--- src/rtl/mips_pkg.sv ---
// Shared types and constants for the MIPS pipeline.
// Fetch-side state encoding and the IF/ID bundle live here.
package mips_pkg;

  localparam logic [31:0] NOP_INSTR = 32'h0000_0000;

  localparam logic [5:0] OP_RTYPE = 6'h00;
  localparam logic [5:0] OP_LW    = 6'h23;
  localparam logic [5:0] OP_SW    = 6'h2B;
  localparam logic [5:0] OP_BEQ   = 6'h04;
  localparam logic [5:0] OP_ADDI  = 6'h08;

  typedef enum logic [2:0] {
    IDLE = 3'd0,
    REQ  = 3'd1,
    WAIT = 3'd2,
    HOLD = 3'd3,
    DROP = 3'd4
  } fetch_state_t;

  typedef struct packed {
    logic [31:0] instr;
    logic [31:0] pc4;
    logic        valid;
  } if_id_t;

  function automatic logic [31:0] pc_plus4(
    input logic [31:0] pc
  );
    return pc + 32'd4;
  endfunction

endpackage

--- src/rtl/fetch_stage_if.sv ---
// Instruction-memory request/response channel.
// master = fetch stage, slave = memory.
interface fetch_stage_if;

  logic        ImemReq;
  logic [31:0] ImemAddr;
  logic        ImemReady;
  logic        ImemValid;
  logic [31:0] ImemRData;

  modport master (
    output ImemReq,
    output ImemAddr,
    input  ImemReady,
    input  ImemValid,
    input  ImemRData
  );

  modport slave (
    input  ImemReq,
    input  ImemAddr,
    output ImemReady,
    output ImemValid,
    output ImemRData
  );

endinterface

--- src/rtl/fetch_skid_buf.sv ---
// One-entry parking register for a word that returns
// while decode is stalled.
module fetch_skid_buf
  import mips_pkg::*;
(
  input  logic        clk,
  input  logic        rst_n,
  input  logic        load,
  input  logic        unload,
  input  logic        clear,
  input  logic [31:0] din,
  output logic [31:0] word,
  output logic        full
);

  always_ff @(posedge clk) begin
    if (!rst_n) begin
      word <= NOP_INSTR;
      full <= 1'b0;
    end else if (clear || unload) begin
      full <= 1'b0;
    end else if (load) begin
      word <= din;
      full <= 1'b1;
    end
  end

endmodule

--- src/rtl/fetch_stage.sv ---
// Fetch stage + IF/ID register, one outstanding imem request.
// Optional perf counters: define FETCH_PERF_CNT_EN.
module fetch_stage
  import mips_pkg::*;
#(
  parameter logic [31:0] RESET_PC = 32'h0000_0000
) (
  input  logic          clk,
  input  logic          rst_n,
  input  logic          StallD,
  input  logic          PCSrcD,
  input  logic [31:0]   PCBranchD,
  fetch_stage_if.master imem,
  output logic [31:0]   InstrD,
  output logic [31:0]   PCPlus4D,
  output logic          ValidD
`ifdef FETCH_PERF_CNT_EN
  ,
  output logic [31:0]   BubbleCntF,
  output logic [31:0]   RedirectCntF
`endif
);

  fetch_state_t state;
  fetch_state_t state_nxt;
  logic [31:0]  pcf;
  if_id_t       ifid;

  logic         hs;
  logic         redirect;
  logic         rsp;
  logic         deliver;
  logic [31:0]  deliver_word;
  logic         skid_load;
  logic         skid_unload;
  logic         skid_clear;
  logic [31:0]  skid_word;
  logic         skid_full;

  assign hs       = (state == REQ) && imem.ImemReady;
  assign redirect = PCSrcD && !StallD;
  assign rsp      = imem.ImemValid;

  assign imem.ImemReq  = (state == REQ);
  assign imem.ImemAddr = pcf;

  assign InstrD   = ifid.instr;
  assign PCPlus4D = ifid.pc4;
  assign ValidD   = ifid.valid;

  fetch_skid_buf u_skid (
    .clk    (clk),
    .rst_n  (rst_n),
    .load   (skid_load),
    .unload (skid_unload),
    .clear  (skid_clear),
    .din    (imem.ImemRData),
    .word   (skid_word),
    .full   (skid_full)
  );

  always_comb begin
    state_nxt    = state;
    deliver      = 1'b0;
    deliver_word = imem.ImemRData;
    skid_load    = 1'b0;
    skid_unload  = 1'b0;
    skid_clear   = 1'b0;
    unique case (state)
      IDLE: state_nxt = REQ;
      REQ: begin
        if (hs)
          state_nxt = redirect ? DROP : WAIT;
      end
      WAIT: begin
        if (rsp) begin
          if (redirect) begin
            state_nxt = REQ;
          end else if (StallD) begin
            skid_load = 1'b1;
            state_nxt = HOLD;
          end else begin
            deliver   = 1'b1;
            state_nxt = REQ;
          end
        end else if (redirect) begin
          state_nxt = DROP;
        end
      end
      HOLD: begin
        if (redirect) begin
          skid_clear = 1'b1;
          state_nxt  = REQ;
        end else if (!StallD && skid_full) begin
          deliver      = 1'b1;
          deliver_word = skid_word;
          skid_unload  = 1'b1;
          state_nxt    = REQ;
        end
      end
      // response of a squashed request is swallowed here
      DROP: begin
        if (rsp)
          state_nxt = REQ;
      end
      default: state_nxt = IDLE;
    endcase
  end

  always_ff @(posedge clk) begin
    if (!rst_n) begin
      state <= IDLE;
      pcf   <= RESET_PC;
      ifid  <= '{instr: NOP_INSTR,
                 pc4: 32'h0,
                 valid: 1'b0};
    end else begin
      state <= state_nxt;
      if (redirect)
        pcf <= PCBranchD;
      else if (deliver)
        pcf <= pc_plus4(pcf);
      if (deliver) begin
        ifid <= '{instr: deliver_word,
                  pc4: pc_plus4(pcf),
                  valid: 1'b1};
      end else if (!StallD) begin
        ifid.instr <= NOP_INSTR;
        ifid.valid <= 1'b0;
      end
    end
  end

`ifdef FETCH_PERF_CNT_EN
  logic bubble;

  assign bubble = !StallD && !deliver;

  always_ff @(posedge clk) begin
    if (!rst_n) begin
      BubbleCntF   <= 32'h0;
      RedirectCntF <= 32'h0;
    end else begin
      if (bubble && (BubbleCntF != 32'hFFFF_FFFF))
        BubbleCntF <= BubbleCntF + 32'd1;
      if (redirect && (RedirectCntF != 32'hFFFF_FFFF))
        RedirectCntF <= RedirectCntF + 32'd1;
    end
  end
`endif

endmodule

--- src/flat_wrapper.sv ---
// flat-port wrapper written by rule: the top's interface ports become plain ports
module fetch_stage_flat import mips_pkg::*;
#(
  parameter logic [31:0] RESET_PC = 32'h0000_0000
)
  (clk, rst_n, StallD, PCSrcD, PCBranchD, InstrD, PCPlus4D, ValidD, imem_ImemReq, imem_ImemAddr, imem_ImemReady, imem_ImemValid, imem_ImemRData);
  fetch_stage_if imem_i ();
  input  logic clk;
  input  logic rst_n;
  input  logic StallD;
  input  logic PCSrcD;
  input  logic [31:0] PCBranchD;
  output logic [31:0] InstrD;
  output logic [31:0] PCPlus4D;
  output logic ValidD;
  output wire logic [$bits(imem_i.ImemReq)-1:0] imem_ImemReq;
  output wire logic [$bits(imem_i.ImemAddr)-1:0] imem_ImemAddr;
  input wire logic [$bits(imem_i.ImemReady)-1:0] imem_ImemReady;
  input wire logic [$bits(imem_i.ImemValid)-1:0] imem_ImemValid;
  input wire logic [$bits(imem_i.ImemRData)-1:0] imem_ImemRData;
  assign imem_ImemReq = imem_i.ImemReq;
  assign imem_ImemAddr = imem_i.ImemAddr;
  assign imem_i.ImemReady = imem_ImemReady;
  assign imem_i.ImemValid = imem_ImemValid;
  assign imem_i.ImemRData = imem_ImemRData;
  fetch_stage #(.RESET_PC(RESET_PC)) u_core (.clk(clk), .rst_n(rst_n), .StallD(StallD), .PCSrcD(PCSrcD), .PCBranchD(PCBranchD), .imem(imem_i), .InstrD(InstrD), .PCPlus4D(PCPlus4D), .ValidD(ValidD));
endmodule
--- config.mk ---
export PLATFORM = sky130hd
export DESIGN_NAME = fetch_stage_flat
export DESIGN_NICKNAME = d
export VERILOG_FILES = /design/src/rtl/mips_pkg.sv /design/src/rtl/fetch_stage_if.sv /design/src/rtl/fetch_skid_buf.sv /design/src/rtl/fetch_stage.sv /design/src/flat_wrapper.sv
export SDC_FILE = /design/constraint.sdc
export NUM_CORES = 1
export LEC_CHECK = 0
export ABC_CLOCK_PERIOD_IN_PS = 1800
export BUFFER_PORTS_ARGS = -buffer_cell sky130_fd_sc_hd__buf_2
export CAP_MARGIN = 20
export CELL_PAD_IN_SITES_DETAIL_PLACEMENT = 1
export CELL_PAD_IN_SITES_GLOBAL_PLACEMENT = 1
export CORE_ASPECT_RATIO = 0.9
export CORE_MARGIN = 10
export CORE_UTILIZATION = 34
export CTS_BUF_LIST = sky130_fd_sc_hd__clkbuf_8 sky130_fd_sc_hd__clkbuf_16
export DETAILED_ROUTE_END_ITERATION = 7
export PLACE_DENSITY = 0.8
export SYNTH_ARGS = -nofsm -noshare
export SYNTH_HDL_FRONTEND = slang
export SYNTH_SLANG_ARGS = --single-unit
--- constraint.sdc ---
create_clock -name clk -period 1.8 [get_ports clk]
set_input_delay 0.18 -clock clk [delete_from_list [all_inputs] [get_ports clk]]
set_output_delay 0.18 -clock clk [all_outputs]
set_load 0.05 [all_outputs]
Word level (Yosys, flattened, before mapping)
Cells that the tools add are included. W data, S select, Z words.

Bits in registers: 133. Word-level logic and storage cells: 61.

Bitwise gates (word level): 2. Mux-type cells: 32. Reductions and logical operators: 10. Add/subtract/negate cells: 1. Equal/unequal tests: 9.

Operators with widths (count): $mux W32 (7); $add A32 B3 Y32 const B (1); $mux W3 (8); $pmux W3 S5 (1); $mux W1 (14); $eq A3 B2 Y1 const B (2); $ne A2 B1 Y1 const B (2); $reduce_and A4 Y1 (1); $eq A3 B1 Y1 const B (1); $eq A3 B3 Y1 const B (1); $logic_and A1 B1 Y1 (3); $logic_not A3 Y1 (1); $ne A3 B1 Y1 const B (1); $ne A3 B2 Y1 const B (1); $mux W2 (1); $ne A2 B2 Y1 const B (1); $not A1 Y1 (2); $pmux W1 S2 (1); $reduce_and A2 Y1 (1); $reduce_bool A2 Y1 (1); $reduce_or A2 Y1 (1); $logic_not A1 Y1 (1); $logic_or A1 B1 Y1 (1).

Depth between registers and ports, before layout
Depth after elaboration: 8. Depth in mapped cells: 8.

Modules after synthesis
From an unflattened synthesis, not the netlist that was laid out.

Cells, all modules: 707. Area, all modules: 6088.3 µm².

By module, submodules not included: fetch_stage (times used 1, area each 4737.0 µm², sequential area each 2001.9 µm², cells each 564); fetch_skid_buf (times used 1, area each 1351.3 µm², sequential area each 660.6 µm², cells each 143).

Worst setup path after synthesis
OpenSTA, ideal clock, no wires.

Path kind: register to register. Start point: register u_core.state[0]. End point: register u_core.state[2]. Data arrival time: 2.257 ns. Slack: -0.574 ns. Stages on the path, launching flop included: 5. Required time: 1.682 ns. Period minus slack after synthesis: 2.374 ns. Cell sequence: dfxtp_1 -> clkbuf_1 -> nor3b_1 -> inv_1 -> o2111a_1.

Longest elaborated chain between the ends: 4. Elaborated cells between the ends (all ways): 12. Classes of those cells: eq/ne: 8; mux: 1; reduce/logical: 3.

Ends and longest elaborated chain: from (decl) (line fetch_stage.sv:24) `fetch_state_t state;`; from (signal assigned) (line fetch_stage.sv:118) `state <= state_nxt;`; $eq A3 B1 Y1 (*); named net imem_ImemReq (line flat_wrapper.sv:16) `output wire logic [$bits(imem_i.ImemReq)-1:0] imem_ImemReq;`; $logic_and A1 B1 Y1 (line fetch_stage.sv:40) `assign hs = (state == REQ) && imem.ImemReady;`; $ne A2 B1 Y1 (no source line); $reduce_and A4 Y1 (no source line).

The timed path passes the listed nets; every way through them passes the cells marked *. A chain may end at the register's enable or synchronous reset.

Worst setup path in the final report
Start point: register u_core.state[2]. End point: register u_core.pcf[15], in the netlist u_core.imem.ImemAddr[15].

Longest elaborated chain between the ends: 3. Elaborated cells between the ends (all ways): 4. Classes of those cells: eq/ne: 2; mux: 1; reduce/logical: 1.

Ends and longest elaborated chain: $eq A3 B2 Y1 (line fetch_stage.sv:69) `unique case (state)`; $pmux W1 S2 (*) (line fetch_stage.sv:69); $reduce_bool A2 Y1 (no source line) (*); to (signal assigned) (line fetch_stage.sv:120) `pcf <= PCBranchD;`; to (signal assigned) (line fetch_stage.sv:122) `pcf <= pc_plus4(pcf);`; to (decl) (line fetch_stage.sv:26) `logic [31:0] pcf;`.

Every way passes the cells marked *; elsewhere a longest branch is shown, timed or not.

==> impl.org <==
** Critical path
- Worst R2R End :: u_core.imem.ImemAddr[15]$_SDFFE_PN0P_
- Origin of the worst setup path :: u_core.state[2]$_SDFFE_PN0P_
- Nature of the critical path startpoint :: flip-flop
- Beginning of the worst register-to-register path :: u_core.state[2]$_SDFFE_PN0P_
- Kind of capture point of the worst setup path :: flip-flop
- Critical Setup Path Class :: reg -> reg
- For flop-to-flop paths, the worst setup slack is -0.12 ns.
- Capture point of the critical path :: u_core.imem.ImemAddr[15]$_SDFFE_PN0P_
- Data arrival time at the worst-slack endpoint :: 2.24 ns
- At the worst endpoint, the required time is 2.12 ns.
- R2r worst-path depth :: 8
- Along the worst path, the maximum fanout reaches 9.

** Yosys
- Warning count from the yosys run :: 0
- Of the total synthesized cell area, the portion taken by AND, OR, NAND and NOR gates is 24.24%.
- Number of instances in the synthesized netlist :: 756
- Flop and latch count out of synthesis :: 133
- Most used flip-flop cell after synthesis :: sky130_fd_sc_hd__dfxtp_1
- Xor and xnor fraction of the mapped netlist area :: 1.563%
- Summing the areas of all fa, ha and maj instances in the mapped netlist gives 0.2030% of the synthesized area.
- Counting flops with an async set or reset pin after synthesis yields a share of 0%.
- Count of unique library cells instantiated by Yosys :: 62
- The number of nets handed over by synthesis was 827.
- By area, the combinational part of the netlist is dominated by compound AO/OA/AOI/OAI gates.
- After synthesis, flip-flops and latches occupy 43.21% of the total area.
- Cell area after synthesis :: 6162 um2
- Share of the synthesized area in compound gates (AO/OA/AOI/OAI) :: 24.51%
- Average size of a mapped cell :: 8.151 um2
- Of the post-synthesis cell area, the part taken by muxes is 0.3452%.
- In this run, synthesis inferred 0 flip-flops with an integrated enable.

** Worst hold path
- HP Class :: in -> reg

** Die
- The initialized floorplan defines 46 standard-cell rows.
- Initial Utilization :: 34.76%
- The die covers 23920 um2.
- Core ar. :: 17730 um2
- Die extent in y :: 147.7 um
- Horiz. Die Dim :: 161.9 um
- Pin placement for this block handled 168 I/O pins.

** Layout
- Fin nets :: 1062
- Count of fill cells added during filler insertion :: 2088
- The top cell types in the final layout, fill and taps aside, are sky130_fd_sc_hd__buf_2, sky130_fd_sc_hd__dfxtp_1, sky130_fd_sc_hd__nand2_1, sky130_fd_sc_hd__buf_4, sky130_fd_sc_hd__a21oi_1.
- Leaving out fill and tap cells, the most frequent cell in the layout is sky130_fd_sc_hd__buf_2.
- Measured on the finished design, the core utilization comes to 53.34%.
- Relative to the synthesized area, the layout overhead comes to 53.44%.
- Cells with a size suffix above 1 make up 40.94% of the layout.

** STA
- Of the available clock period, the critical path in the final layout requires 106.7%.
- Setup TNS :: -2.245 ns
- Maximum clock skew at final layout :: 0.01556 ns
- Number of endpoints with negative hold slack in the final report :: 0
- Final worst setup slack :: -0.1212 ns
- Final-report max-slew violation count :: 0
- The worst pin sits at a relative slew slack of 60.46%.
- The smallest clock period supported by the final layout is computed as 1.921 ns.
- Setup violations remaining at the end of the flow were counted as 69.
- Setup repair after global routing could not meet its margin everywhere.
- For the pin with the worst max-slew slack, the measured transition is 0.5931 ns.
- Based on the critical path, the design can be clocked at up to 520.5 MHz.

** Power and ir drop
- Areal power density over the cells :: 803.8 nW/um2
- Leak Pwr :: 3.826 nW
- Total chip power :: 7.600 mW
- VDD IR max :: 0.6211 mV

** Detailed routing
- Number of remaining DRC errors :: 0
- Total wirelength of the detailed-routed design :: 27990 um
- Per-cell via count in the routed design :: 5.843
- The first detailed-routing pass ran for 7 iterations.
- DR WL/cell :: 22.48 um
- The routed layout has 7274 vias.
- DRC marker count from the first detailed-route iteration :: 690
- The count of nets left with antenna violations once routing finished came out at 0.

** Place
- Detailed placement ended at an HPWL of 17100 um.
- Count of input and output buffers :: 167
- Routability-driven placement finished with a final weighted congestion of 0.8541.

** Global routing
- After global routing the overflow that remains totals 0.
- The first global-routing pass estimated 40980 um of wire.
- The initial antenna violation count is 2.
- Number of global-route vias before repair :: 7175
- Entering global routing, the biggest net connects 108 pins.
- Overall fraction of global-route tracks in use :: 21.27%

** CTS
- Clock tree from TritonCTS :: yes
- In this run the number of H-tree levels came out at 4.
- The clock passes through at most 2 buffers.
- Number of clock sinks seen by CTS :: 133
- Inserted Clock Buffers :: 17
- Clock latency on the worst-skew pair, taken at its later pin, is 0.43 ns.
- Clock Pin Slew Worst Setup and Hold Paths :: 0.06 ns
- Root Driver :: sky130_fd_sc_hd__clkbuf_16

** Run
- Max-capacitance violation count :: 0

** Status
- Violations in the final reports :: negative setup slack
- The flow ran to the end, but the final reports show violations.
-- synth_stat cells, types with 8 or more instances --
master,instances,share of area [%]
sky130_fd_sc_hd__a211oi_1,13,1.6
sky130_fd_sc_hd__a21oi_1,69,5.6
sky130_fd_sc_hd__a222oi_1,32,5.2
sky130_fd_sc_hd__a31oi_1,22,2.2
sky130_fd_sc_hd__and3_1,13,1.3
sky130_fd_sc_hd__buf_2,15,1.2
sky130_fd_sc_hd__clkbuf_1,59,3.6
sky130_fd_sc_hd__dfxtp_1,133,43
sky130_fd_sc_hd__inv_1,8,0.49
sky130_fd_sc_hd__nand2_1,107,6.5
sky130_fd_sc_hd__nand3_1,25,2.0
sky130_fd_sc_hd__nand4_1,22,2.2
sky130_fd_sc_hd__nor2_1,50,3.0
sky130_fd_sc_hd__nor3_1,24,1.9
sky130_fd_sc_hd__nor4_1,13,1.3
sky130_fd_sc_hd__o21ai_0,37,3.0
sky130_fd_sc_hd__or4_1,8,0.97
-- power by group --
part / switching, mW / leakage (nW) / internal, mW
sequential: 0.0771 / 1.09 / 3.01
combinational: 0.654 / 2.44 / 0.368
clock: 1.49 / 0.292 / 2.01
-- through the flow --
step                      hold slack (ns)  instances  worst slack (ns)  cell area, um2
after floorplan                    0.3160        756           -0.1483            6295
after global placement             0.4259       1166          -0.04353            7890
after detailed placement           0.4268       1166           -0.1665            7890
after CTS                        0.001535       1229          -0.08424            9041
after global routing             0.005856       1245           -0.1756            9455
final                             0.01382       1245           -0.1212            9455
-- critical path, cell delays in order, from the launching register on --
cell                       delay (ns)
sky130_fd_sc_hd__dfxtp_2         0.32
sky130_fd_sc_hd__or4b_4          0.54
sky130_fd_sc_hd__buf_12          0.16
sky130_fd_sc_hd__nor2_4          0.12
sky130_fd_sc_hd__buf_12          0.14
sky130_fd_sc_hd__buf_12          0.14
sky130_fd_sc_hd__buf_6           0.13
sky130_fd_sc_hd__nand4b_1        0.15
sky130_fd_sc_hd__o311ai_2        0.12
-- state kept, by name, summed over array words and instances, names as in the netlist --
name and flops:
u_core.InstrD 32, u_core.PCPlus4D 32, u_core.imem.ImemAddr 32, u_core.u_skid.word 32
u_core.state 3, u_core.ValidD 1, u_core.u_skid.full 1
-- metal layers --
layer / global-route usage [%] / wire, um / up-vias
met5: 0 / 20 / -
met4: 6.455 / 507 / 2
met3: 4.303 / 1683 / 35
met2: 35.74 / 13910 / 287
met1: 26.78 / 11860 / 3637
li1: - / - / 3313
-- final cells by class --
class                   instances  area, um2  share of cell area (%)
well taps                     240      300.3                   3.176
flip-flops and latches        133       2739                   28.97
clock buffers                  20      489.2                   5.174
multi-input cells             534       3488                   36.89
clock inverters                12      100.1                   1.059
inverters                       9      35.03                  0.3705
diodes                          1      2.502                 0.02647
repair buffers                296       2301                   24.34
-- repair_timing --
item                       in CTS  in global routing
pin swaps                      22                 28
resized for setup              48                 67
gates cloned                    6                  6
setup endpoints to repair      51                 89
hold endpoints to repair       16                  0
hold buffers                   16                  0
buffers inserted                9                 13
-- how the worst min path moves through the flow --
stage                                           endpoint  slack [ns]  cells after the start               start
finish                u_core.u_skid.word[8]$_SDFFE_PN0P_        0.01                      3   imem_ImemRData[8]
global route        u_core.imem.ImemAddr[7]$_SDFFE_PN0P_       0.006                      3        PCBranchD[7]
CTS                  u_core.u_skid.word[20]$_SDFFE_PN0P_       0.002                      3  imem_ImemRData[20]
detailed placement  u_core.imem.ImemAddr[0]$_SDFFE_PN0P_        0.43                      3        PCBranchD[0]
global placement    u_core.imem.ImemAddr[1]$_SDFFE_PN0P_        0.43                      3        PCBranchD[1]
floorplan             u_core.u_skid.word[0]$_SDFFE_PN0P_        0.32                      2   imem_ImemRData[0]
-- logic make-up (layout without fill, tap and decap cells) --
| family | after synthesis | count (layout) |
|---|---|---|
| xor+xnor | 11 | 11 |
| mux | 2 | 2 |
| other cells | 0 | 1 |
| fa+ha+maj | 1 | 1 |
| flops | 133 | 133 |
| simple gates | 297 | 297 |
| compound gates | 223 | 223 |
| buf+inv | 89 | 337 |
Note: power is estimated with default switching activity, not from simulation.
